===== src/rtl/load_store_unit.sv =====
// -----------------------------------------------------------------------------
// load_store_unit
//   RV32I load/store stage between the execute stage and the memory controller.
//   It accepts one request at a time and turns byte, half and word accesses into
//   word-aligned memory transactions with byte enables. When the memory acks, it
//   returns load data that is sign- or zero-extended. A watchdog ends a memory
//   access that never completes and reports it as an error response.
//
//   Optional feature: define LSU_MISALIGN_TRAP_EN to reject misaligned half and
//   word accesses with an error. When it is undefined, the offending low address
//   bits are ignored and the access goes ahead.
//
// Parameters
//   ADDR_W    byte-address width of req_addr / mem_addr
//   TIMEOUT   maximum number of WAIT cycles before an error response (0 = off)
//
// Ports
//   clk, rst                     clock; synchronous active-high reset
//   req_valid/req_ready          request handshake (ready only while idle)
//   req_we/req_funct3            store flag and RISC-V funct3
//   req_addr/req_wdata           byte address and right-aligned store data
//   rsp_valid/rsp_rdata/rsp_err  one-cycle response pulse, data and error
//   mem_req/mem_we/mem_addr      memory request, write flag, word address
//   mem_be/mem_wdata             byte enables and lane-replicated store data
//   mem_ack/mem_rdata            memory completion and read word
// -----------------------------------------------------------------------------
module load_store_unit #(
  parameter int unsigned ADDR_W  = 32,
  parameter int unsigned TIMEOUT = 15
) (
  input  logic              clk,
  input  logic              rst,
  input  logic              req_valid,
  output logic              req_ready,
  input  logic              req_we,
  input  logic [2:0]        req_funct3,
  input  logic [ADDR_W-1:0] req_addr,
  input  logic [31:0]       req_wdata,
  output logic              rsp_valid,
  output logic [31:0]       rsp_rdata,
  output logic              rsp_err,
  output logic              mem_req,
  output logic              mem_we,
  output logic [ADDR_W-1:0] mem_addr,
  output logic [3:0]        mem_be,
  output logic [31:0]       mem_wdata,
  input  logic              mem_ack,
  input  logic [31:0]       mem_rdata
);

  localparam int unsigned CNT_W = (TIMEOUT > 1) ? $clog2(TIMEOUT) : 1;

  typedef enum logic [1:0] {
    S_IDLE = 2'd0,
    S_WAIT = 2'd1,
    S_RESP = 2'd2
  } state_t;

  state_t            state_q, state_d;
  logic [CNT_W-1:0]  cnt_q, cnt_d;
  logic [2:0]        ld_f3_q, ld_f3_d;
  logic [1:0]        ld_off_q, ld_off_d;

  logic              req_ready_d;
  logic              rsp_valid_d;
  logic [31:0]       rsp_rdata_d;
  logic              rsp_err_d;
  logic              mem_req_d;
  logic              mem_we_d;
  logic [ADDR_W-1:0] mem_addr_d;
  logic [3:0]        mem_be_d;
  logic [31:0]       mem_wdata_d;

  logic              illegal_c;
  logic              misalign_c;
  logic              reject_c;
  logic [3:0]        lane_be_c;
  logic [1:0]        lane_off_c;
  logic [31:0]       lane_wdata_c;
  logic [7:0]        ld_byte_c;
  logic [15:0]       ld_half_c;
  logic [31:0]       ld_ext_c;
  logic              timeout_c;

  // Request decode: byte lanes, replicated store data and illegal encodings.
  always_comb begin
    illegal_c    = 1'b0;
    lane_be_c    = 4'b0000;
    lane_off_c   = 2'b00;
    lane_wdata_c = req_wdata;
    case (req_funct3[1:0])
      2'b00: begin
        lane_off_c   = req_addr[1:0];
        lane_be_c    = 4'b0001 << req_addr[1:0];
        lane_wdata_c = {4{req_wdata[7:0]}};
      end
      2'b01: begin
        lane_off_c   = {req_addr[1], 1'b0};
        lane_be_c    = 4'b0011 << {req_addr[1], 1'b0};
        lane_wdata_c = {2{req_wdata[15:0]}};
      end
      2'b10: begin
        lane_be_c = 4'b1111;
      end
      default: begin
        illegal_c = 1'b1;
      end
    endcase
    // 110 is never legal; unsigned variants (funct3[2]) exist only for loads.
    if (req_funct3[2] && (req_funct3[1] || req_we)) begin
      illegal_c = 1'b1;
    end
  end

`ifdef LSU_MISALIGN_TRAP_EN
  // Misaligned half/word accesses are trapped instead of being silently aligned.
  always_comb begin
    misalign_c = 1'b0;
    if (req_funct3[1:0] == 2'b01) begin
      misalign_c = req_addr[0];
    end else if (req_funct3[1:0] == 2'b10) begin
      misalign_c = |req_addr[1:0];
    end
  end
`else
  assign misalign_c = 1'b0;
`endif

  assign reject_c = illegal_c | misalign_c;

  // Load data extraction and extension from the acked memory word.
  always_comb begin
    ld_byte_c = mem_rdata[{ld_off_q, 3'b000} +: 8];
    ld_half_c = ld_off_q[1] ? mem_rdata[31:16] : mem_rdata[15:0];
    case (ld_f3_q)
      3'b000:  ld_ext_c = {{24{ld_byte_c[7]}}, ld_byte_c};
      3'b001:  ld_ext_c = {{16{ld_half_c[15]}}, ld_half_c};
      3'b100:  ld_ext_c = {24'h000000, ld_byte_c};
      3'b101:  ld_ext_c = {16'h0000, ld_half_c};
      default: ld_ext_c = mem_rdata;
    endcase
  end

  // The watchdog fires on the TIMEOUT-th WAIT cycle without an ack.
  assign timeout_c = (TIMEOUT != 0) && (cnt_q == CNT_W'(TIMEOUT - 1));

  // Next-state and next-output logic.
  always_comb begin
    state_d     = state_q;
    cnt_d       = cnt_q;
    ld_f3_d     = ld_f3_q;
    ld_off_d    = ld_off_q;
    req_ready_d = 1'b0;
    rsp_valid_d = 1'b0;
    rsp_rdata_d = 32'h0000_0000;
    rsp_err_d   = 1'b0;
    mem_req_d   = 1'b0;
    mem_we_d    = mem_we;
    mem_addr_d  = mem_addr;
    mem_be_d    = mem_be;
    mem_wdata_d = mem_wdata;

    case (state_q)
      S_IDLE: begin
        req_ready_d = 1'b1;
        if (req_valid && req_ready) begin
          req_ready_d = 1'b0;
          if (reject_c) begin
            state_d     = S_RESP;
            rsp_valid_d = 1'b1;
            rsp_err_d   = 1'b1;
          end else begin
            state_d     = S_WAIT;
            cnt_d       = '0;
            mem_req_d   = 1'b1;
            mem_we_d    = req_we;
            mem_addr_d  = {req_addr[ADDR_W-1:2], 2'b00};
            mem_be_d    = lane_be_c;
            mem_wdata_d = lane_wdata_c;
            ld_f3_d     = req_funct3;
            ld_off_d    = lane_off_c;
          end
        end
      end

      S_WAIT: begin
        if (mem_ack) begin
          // An ack in the timeout cycle still completes the access normally.
          state_d     = S_RESP;
          rsp_valid_d = 1'b1;
          rsp_rdata_d = mem_we ? 32'h0000_0000 : ld_ext_c;
        end else if (timeout_c) begin
          state_d     = S_RESP;
          rsp_valid_d = 1'b1;
          rsp_err_d   = 1'b1;
        end else begin
          mem_req_d = 1'b1;
          cnt_d     = cnt_q + CNT_W'(1);
        end
      end

      S_RESP: begin
        state_d     = S_IDLE;
        req_ready_d = 1'b1;
      end

      default: begin
        state_d     = S_IDLE;
        req_ready_d = 1'b1;
      end
    endcase
  end

  // State and output registers.
  always_ff @(posedge clk) begin
    if (rst) begin
      state_q   <= S_IDLE;
      cnt_q     <= '0;
      ld_f3_q   <= 3'b000;
      ld_off_q  <= 2'b00;
      req_ready <= 1'b1;
      rsp_valid <= 1'b0;
      rsp_rdata <= 32'h0000_0000;
      rsp_err   <= 1'b0;
      mem_req   <= 1'b0;
      mem_we    <= 1'b0;
      mem_addr  <= '0;
      mem_be    <= 4'b0000;
      mem_wdata <= 32'h0000_0000;
    end else begin
      state_q   <= state_d;
      cnt_q     <= cnt_d;
      ld_f3_q   <= ld_f3_d;
      ld_off_q  <= ld_off_d;
      req_ready <= req_ready_d;
      rsp_valid <= rsp_valid_d;
      rsp_rdata <= rsp_rdata_d;
      rsp_err   <= rsp_err_d;
      mem_req   <= mem_req_d;
      mem_we    <= mem_we_d;
      mem_addr  <= mem_addr_d;
      mem_be    <= mem_be_d;
      mem_wdata <= mem_wdata_d;
    end
  end

endmodule


===== config.mk =====
export PLATFORM = sky130hd
export DESIGN_NAME = load_store_unit
export DESIGN_NICKNAME = d
export VERILOG_FILES = /design/src/rtl/load_store_unit.sv
export SDC_FILE = /design/constraint.sdc
export NUM_CORES = 1
export LEC_CHECK = 0
export ABC_AREA = 0
export CAP_MARGIN = 20
export CORE_MARGIN = 1.5
export CORE_UTILIZATION = 43
export DETAILED_ROUTE_END_ITERATION = 6
export HOLD_SLACK_MARGIN = 0.06
export PLACE_DENSITY = 0.79
export SETUP_SLACK_MARGIN = 0.05
export SYNTH_ARGS = -nofsm -noshare
export SYNTH_HDL_FRONTEND = slang
export SYNTH_SLANG_ARGS = --single-unit

===== constraint.sdc =====
create_clock -name clk -period 1.9 [get_ports clk]
set_clock_uncertainty 0.05 [all_clocks]
set_input_delay 0.38 -clock clk [delete_from_list [all_inputs] [get_ports clk]]
set_output_delay 0.38 -clock clk [all_outputs]
set_load 0.01 [all_outputs]

Yosys cells after proc, flatten, opt, wreduce, memory -nomap -nowiden
Cells that the tools add are included.
- $add $sub $neg: 1
- equality and inequality tests: 12
- shift operators: 3
- multiplexer cells: 31
- bitwise logic cells: 3
- reductions and logical operators: 12
- operators by type and width (kind ; count):
    $pmux 32 s4 ; 1
    $pmux 32 s2 ; 1
    $shiftx 32x6->8 ; 1
    $mux 16 ; 1
    $mux 4 ; 4
    $mux 1 ; 12
    $pmux 4 s3 ; 1
    $mux 2 ; 4
    $ne 2x2->1 const B ; 4
    $pmux 1 s2 ; 4
    $pmux 2 s2 ; 2
    $pmux 4 s2 ; 1
    $eq 3x3->1 const B ; 2
    $reduce_and 5->1 ; 1
    $add 4x1->4 const B ; 1
    $eq 2x1->1 const B ; 2
    $eq 4x4->1 const B ; 1
    $logic_not 2->1 ; 2
    $reduce_or 4->1 ; 1
    $shl 1x2->4 const A ; 1
    $shl 2x2->4 const A ; 1
    $eq 3x1->1 const B ; 1
    $logic_not 3->1 ; 1
    $ne 3x3->1 const B ; 1
    other kinds (8) ; 11
- flip-flop bits (word level): 114
- bits of input ports: 104
- output and inout port bits: 105
- logic and storage cells: 75

Depth between registers and ports, before layout
- depth after elaboration: 7
- gate-level depth with buffers: 7
- mapped depth without buffers: 6

Worst setup path before layout
Ideal clock, no wire load.
- kind: register -> register
- from: register cnt_q[0]
- to: register cnt_q[2]
- library setup time: 0.057 ns
- arrival time: 1.594 ns
- data required time: 1.793 ns
- slack: 0.198 ns
- cell stages (with the launch flop): 8
- path buffers: 1
- period minus slack after synthesis: 1.702 ns
- cell sequence: dfxtp_1 > inv_1 > ha_1 > and3_1 > or3_1 > clkbuf_1 > nor4b_1 > a21o_1
- longest elaborated chain between the ends: 4
- elaborated cells on any way between the ends: 7
- those cells by class: 1 x add/sub; 2 x eq/ne; 3 x mux; 1 x reduce/logical
- ends and longest elaborated chain (item ; line ; source):
    from (decl) ; 60 ; logic [CNT_W-1:0] cnt_q, cnt_d;
    from (signal assigned) ; 232 ; cnt_q <= cnt_d;
    $add 4x1->4 ; 198 ; cnt_d = cnt_q + CNT_W'(1);
    $mux 4 ; 192 ; end else if (timeout_c) begin
    $mux 4 ; 187 ; if (mem_ack) begin
    $pmux 4 s2 ; 163 ; case (state_q)
Parallel ways exist; a longest one is shown, timed or not. The select of a mux whose other input is x is not followed.
A chain may end at the register's enable or synchronous reset.

Worst setup path after layout
- from: register mem_wdata[15]
- to: output mem_wdata[15]
- RTL lines (item ; line ; source):
    from (decl) ; 46 ; output logic [31:0] mem_wdata,
    from (signal assigned) ; 243 ; mem_wdata <= mem_wdata_d;
No word-level cell between the ends.

==> results_dict.tcl <==
set metrics [dict create \
    arrival_ns 1.32 \
    critPathLaunchType "register" \
    worst_slew_pin_slew_ns 0.601 \
    highest_layer "met4" \
    ys_warn_count 0 \
    portBuffers 206 \
    critPathCaptureType "output pin" \
    synth.avg_cell_area_um2 8.38 \
    core-area_um2 11000 \
    hold_end "req_ready" \
    cts.sinks 114 \
    slowest_delay_ns 0.58 \
    root_buffer "clkbuf_16" \
    crit_type "register to output pin" \
    synth-seq-cells 114 \
    ys.flop_type "dfxtp_1" \
    rsz0062_at_grt "false" \
    worst_slack_ns 0.151 \
    layoutNonFillerInstCount 947 \
    grt.overflow.total 0 \
    relSlewSlack 0.599 \
    synth_cell_types 43 \
    r2r-start "state_q[0]" \
    cts_buffers 17 \
    met1_length_um 5990 \
    reg2reg_to "mem_wdata[23]" \
    crit_fanout 2 \
    path_cells "clkdlybuf4s50_1" \
    cp_num_buf_inv 1 \
    p_leak_nw 2.94 \
    fin_crit_ns 1.75 \
    htree_num_levels 4 \
    grt_pass1_vias 4900 \
    ys_seq_area_frac 0.467 \
    hold_class "input pin to register" \
    fmax_mhz 572 \
    synth-edff-count 0 \
    wl_met3_um 1500 \
    fin_util 0.708 \
    place_ws_ns -0.213 \
    die_area_um2 12000 \
    totalWireLength_um 15100 \
    setup_viol 0 \
    synth_cells 583 \
    routed_via_density 5.26 \
    postCtsSetupRepairBufs 0 \
    rrSetupSlack_ns 0.17 \
    initialDrtViolationCount 210 \
    hold_violations 0 \
    initial_core_util 0.445 \
    rows 38 \
    grt_pass1_wl_um 23500 \
    dpl.hpwl_um 11100 \
    die_h_um 110 \
    routabilityCongestion 0.826 \
    area_growth_pct 59.1 \
    wl_per_cell_um 16.0 \
    hold_depth 3 \
    fin_nets 900 \
    finalCritPeriodShare 0.920 \
    ir_drop_mv 0.526 \
    fillCellCount 854 \
    dr_total_vias 4984 \
    critPathRequiredTime_ns 1.47 \
    path_clk_slew_ns 0.05 \
    placed_cells 915 \
    drtAntennaViolNets 0 \
    min_from "rst" \
    powerDensity_nw_per_um2 849 \
    cp_top_family "buffers and inverters" \
    drv_slew 0 \
    drc 0 \
    async_reset_ff_frac 0 \
    insertedDiodeCount 0 \
    crit_slowest_cell "clkdlybuf4s50_1" \
    reg2reg_depth 5 \
    status "completed" \
    antenna_found_initial 0 \
    io_pins 209 \
    dieWidth_um 110 \
    clk_latency_ns 0.40 \
    drive_above_1_share 0.112 \
    wl_met2_um 7070 \
    netlist_area_um2 4890 \
    cap_violations 0 \
    grt_max_degree 80 \
    cts_tree "done" \
    track_usage 0.256 \
    cts_buffer_depth 2 \
    first_pass_iters 4 \
]
-- worst min-delay path: cells and delay by family --
| family | cells | cell delay (ns) |
|---|---|---|
| AND/OR/NAND/NOR | 2 | 0.13 |
| buffers and inverters | 1 | 0.12 |
-- Yosys cell counts (all sizes together), types with 4 or more instances --
library cell | n | share of area
dfxtp | 114 | 0.47
mux2i | 25 | 0.051
clkbuf | 29 | 0.022
a21oi | 73 | 0.076
a221oi | 8 | 0.014
a21boi | 6 | 0.0092
nor3 | 9 | 0.0092
o211a | 7 | 0.014
a31oi | 7 | 0.0090
nand3b | 6 | 0.0092
o21ai | 26 | 0.027
nand3 | 4 | 0.0041
nor2 | 29 | 0.023
nand2 | 157 | 0.12
a211o | 8 | 0.014
buf | 20 | 0.030
a211oi | 18 | 0.043
inv | 10 | 0.0077
-- final cells by class --
cell class	instances	area, um^2	area share
flip-flops and latches	114	2280	0.293
clock buffers	21	450	0.0579
inverters	10	37.5	0.00483
multi-input cells	411	2340	0.300
repair buffers	240	2390	0.307
clock inverters	11	109	0.0140
well taps	140	175	0.0225
-- metal layers --
metal  GRT usage  vias to the layer above
li1            -                     2429
met1       0.292                     2284
met2       0.413                      231
met3      0.0972                       40
met4       0.138                        0
met5           0                        -
-- cells by family (layout without fill, tap and decap cells) --
kind of cell               count (synthesis)  after routing  synth area share
DFF                                      114            114             0.467
and+or+nand+nor                          221            221             0.192
other                                      1              2          0.000767
AOI/OAI and AO/OA                        159            159             0.217
buffers and inverters                     59            282            0.0596
muxes                                     27             27            0.0581
adders and majority gates                  2              2           0.00512
-- through the flow --
stage          setup TNS, ns  hold WS (ns)  instance area, um^2  power, mW
5_1_grt                    0         0.223                 7780       6.86
3_5_place_dp           -7.30         0.399                 7210       3.70
2_1_floorplan              0         0.414                 4890       3.09
6_report                   0         0.213                 7780       6.60
3_3_place_gp           -3.93         0.391                 7210       3.68
4_1_cts                    0         0.202                 7760       6.66
-- layout by cell type (no fill, tap or decap), types with 2 or more instances in the layout --
cell / Yosys / layout
clkinv_4: 0 / 3
clkbuf_1: 29 / 3
ha_1: 2 / 2
clkdlybuf4s50_1: 0 / 204
a21oi_1: 72 / 72
a21o_1: 2 / 2
nor3_1: 9 / 9
dfxtp_1: 114 / 114
buf_4: 8 / 28
a211oi_1: 3 / 3
a211o_1: 8 / 8
nand3b_1: 6 / 6
conb_1: 1 / 2
nand2b_1: 2 / 2
o21ai_0: 25 / 25
nand2_1: 157 / 157
a21boi_0: 6 / 6
o211a_1: 7 / 7
a221oi_1: 8 / 8
inv_1: 10 / 10
nor2_1: 27 / 27
nor2b_1: 3 / 3
clkinvlp_4: 0 / 7
mux2i_1: 25 / 25
buf_12: 0 / 6
nand4b_1: 3 / 3
nand3_1: 4 / 3
clkbuf_16: 0 / 17
a31oi_1: 7 / 7
a211oi_2: 15 / 15
nor2_2: 2 / 2
-- where the power goes --
part | internal (mW) | switching [mW] | leakage (nW)
logic | 0.584 | 0.512 | 1.77
clock network | 1.83 | 1.10 | 0.248
registers | 2.51 | 0.0643 | 0.926
total | 4.92 | 1.68 | 2.94
-- registers in the layout, indices dropped and copies added, names as in the netlist --
signal / count
cnt_q: 4
ld_f3_q: 3
ld_off_q: 2
mem_addr: 30
mem_be: 4
mem_req: 1
mem_wdata: 32
mem_we: 1
req_ready: 1
rsp_err: 1
rsp_rdata: 32
rsp_valid: 1
state_q: 2
-- how the worst max path moves through the flow --
stage	from	endpoint	slack [ns]	cells past startpoint
after CTS	cnt_q[0]	cnt_q[2]	0.05	6
after global routing	cnt_q[0]	cnt_q[2]	0.09	6
after global placement	req_funct3[1]	mem_wdata[11]	-0.12	4
final	mem_wdata[15]	mem_wdata[15]	0.15	1
after floorplan	cnt_q[0]	cnt_q[2]	0.20	7
after detailed placement	req_valid	mem_wdata[8]	-0.21	6
-- repair_timing --
| item | 4_1_cts | 5_1_grt |
|---|---|---|
| setup endpoints to repair | 1 | 1 |
| gates resized for setup | 1 | 2 |
| hold buffers | 0 | 0 |
| pin swaps | 0 | 0 |
(Power assumes the default switching activity.)
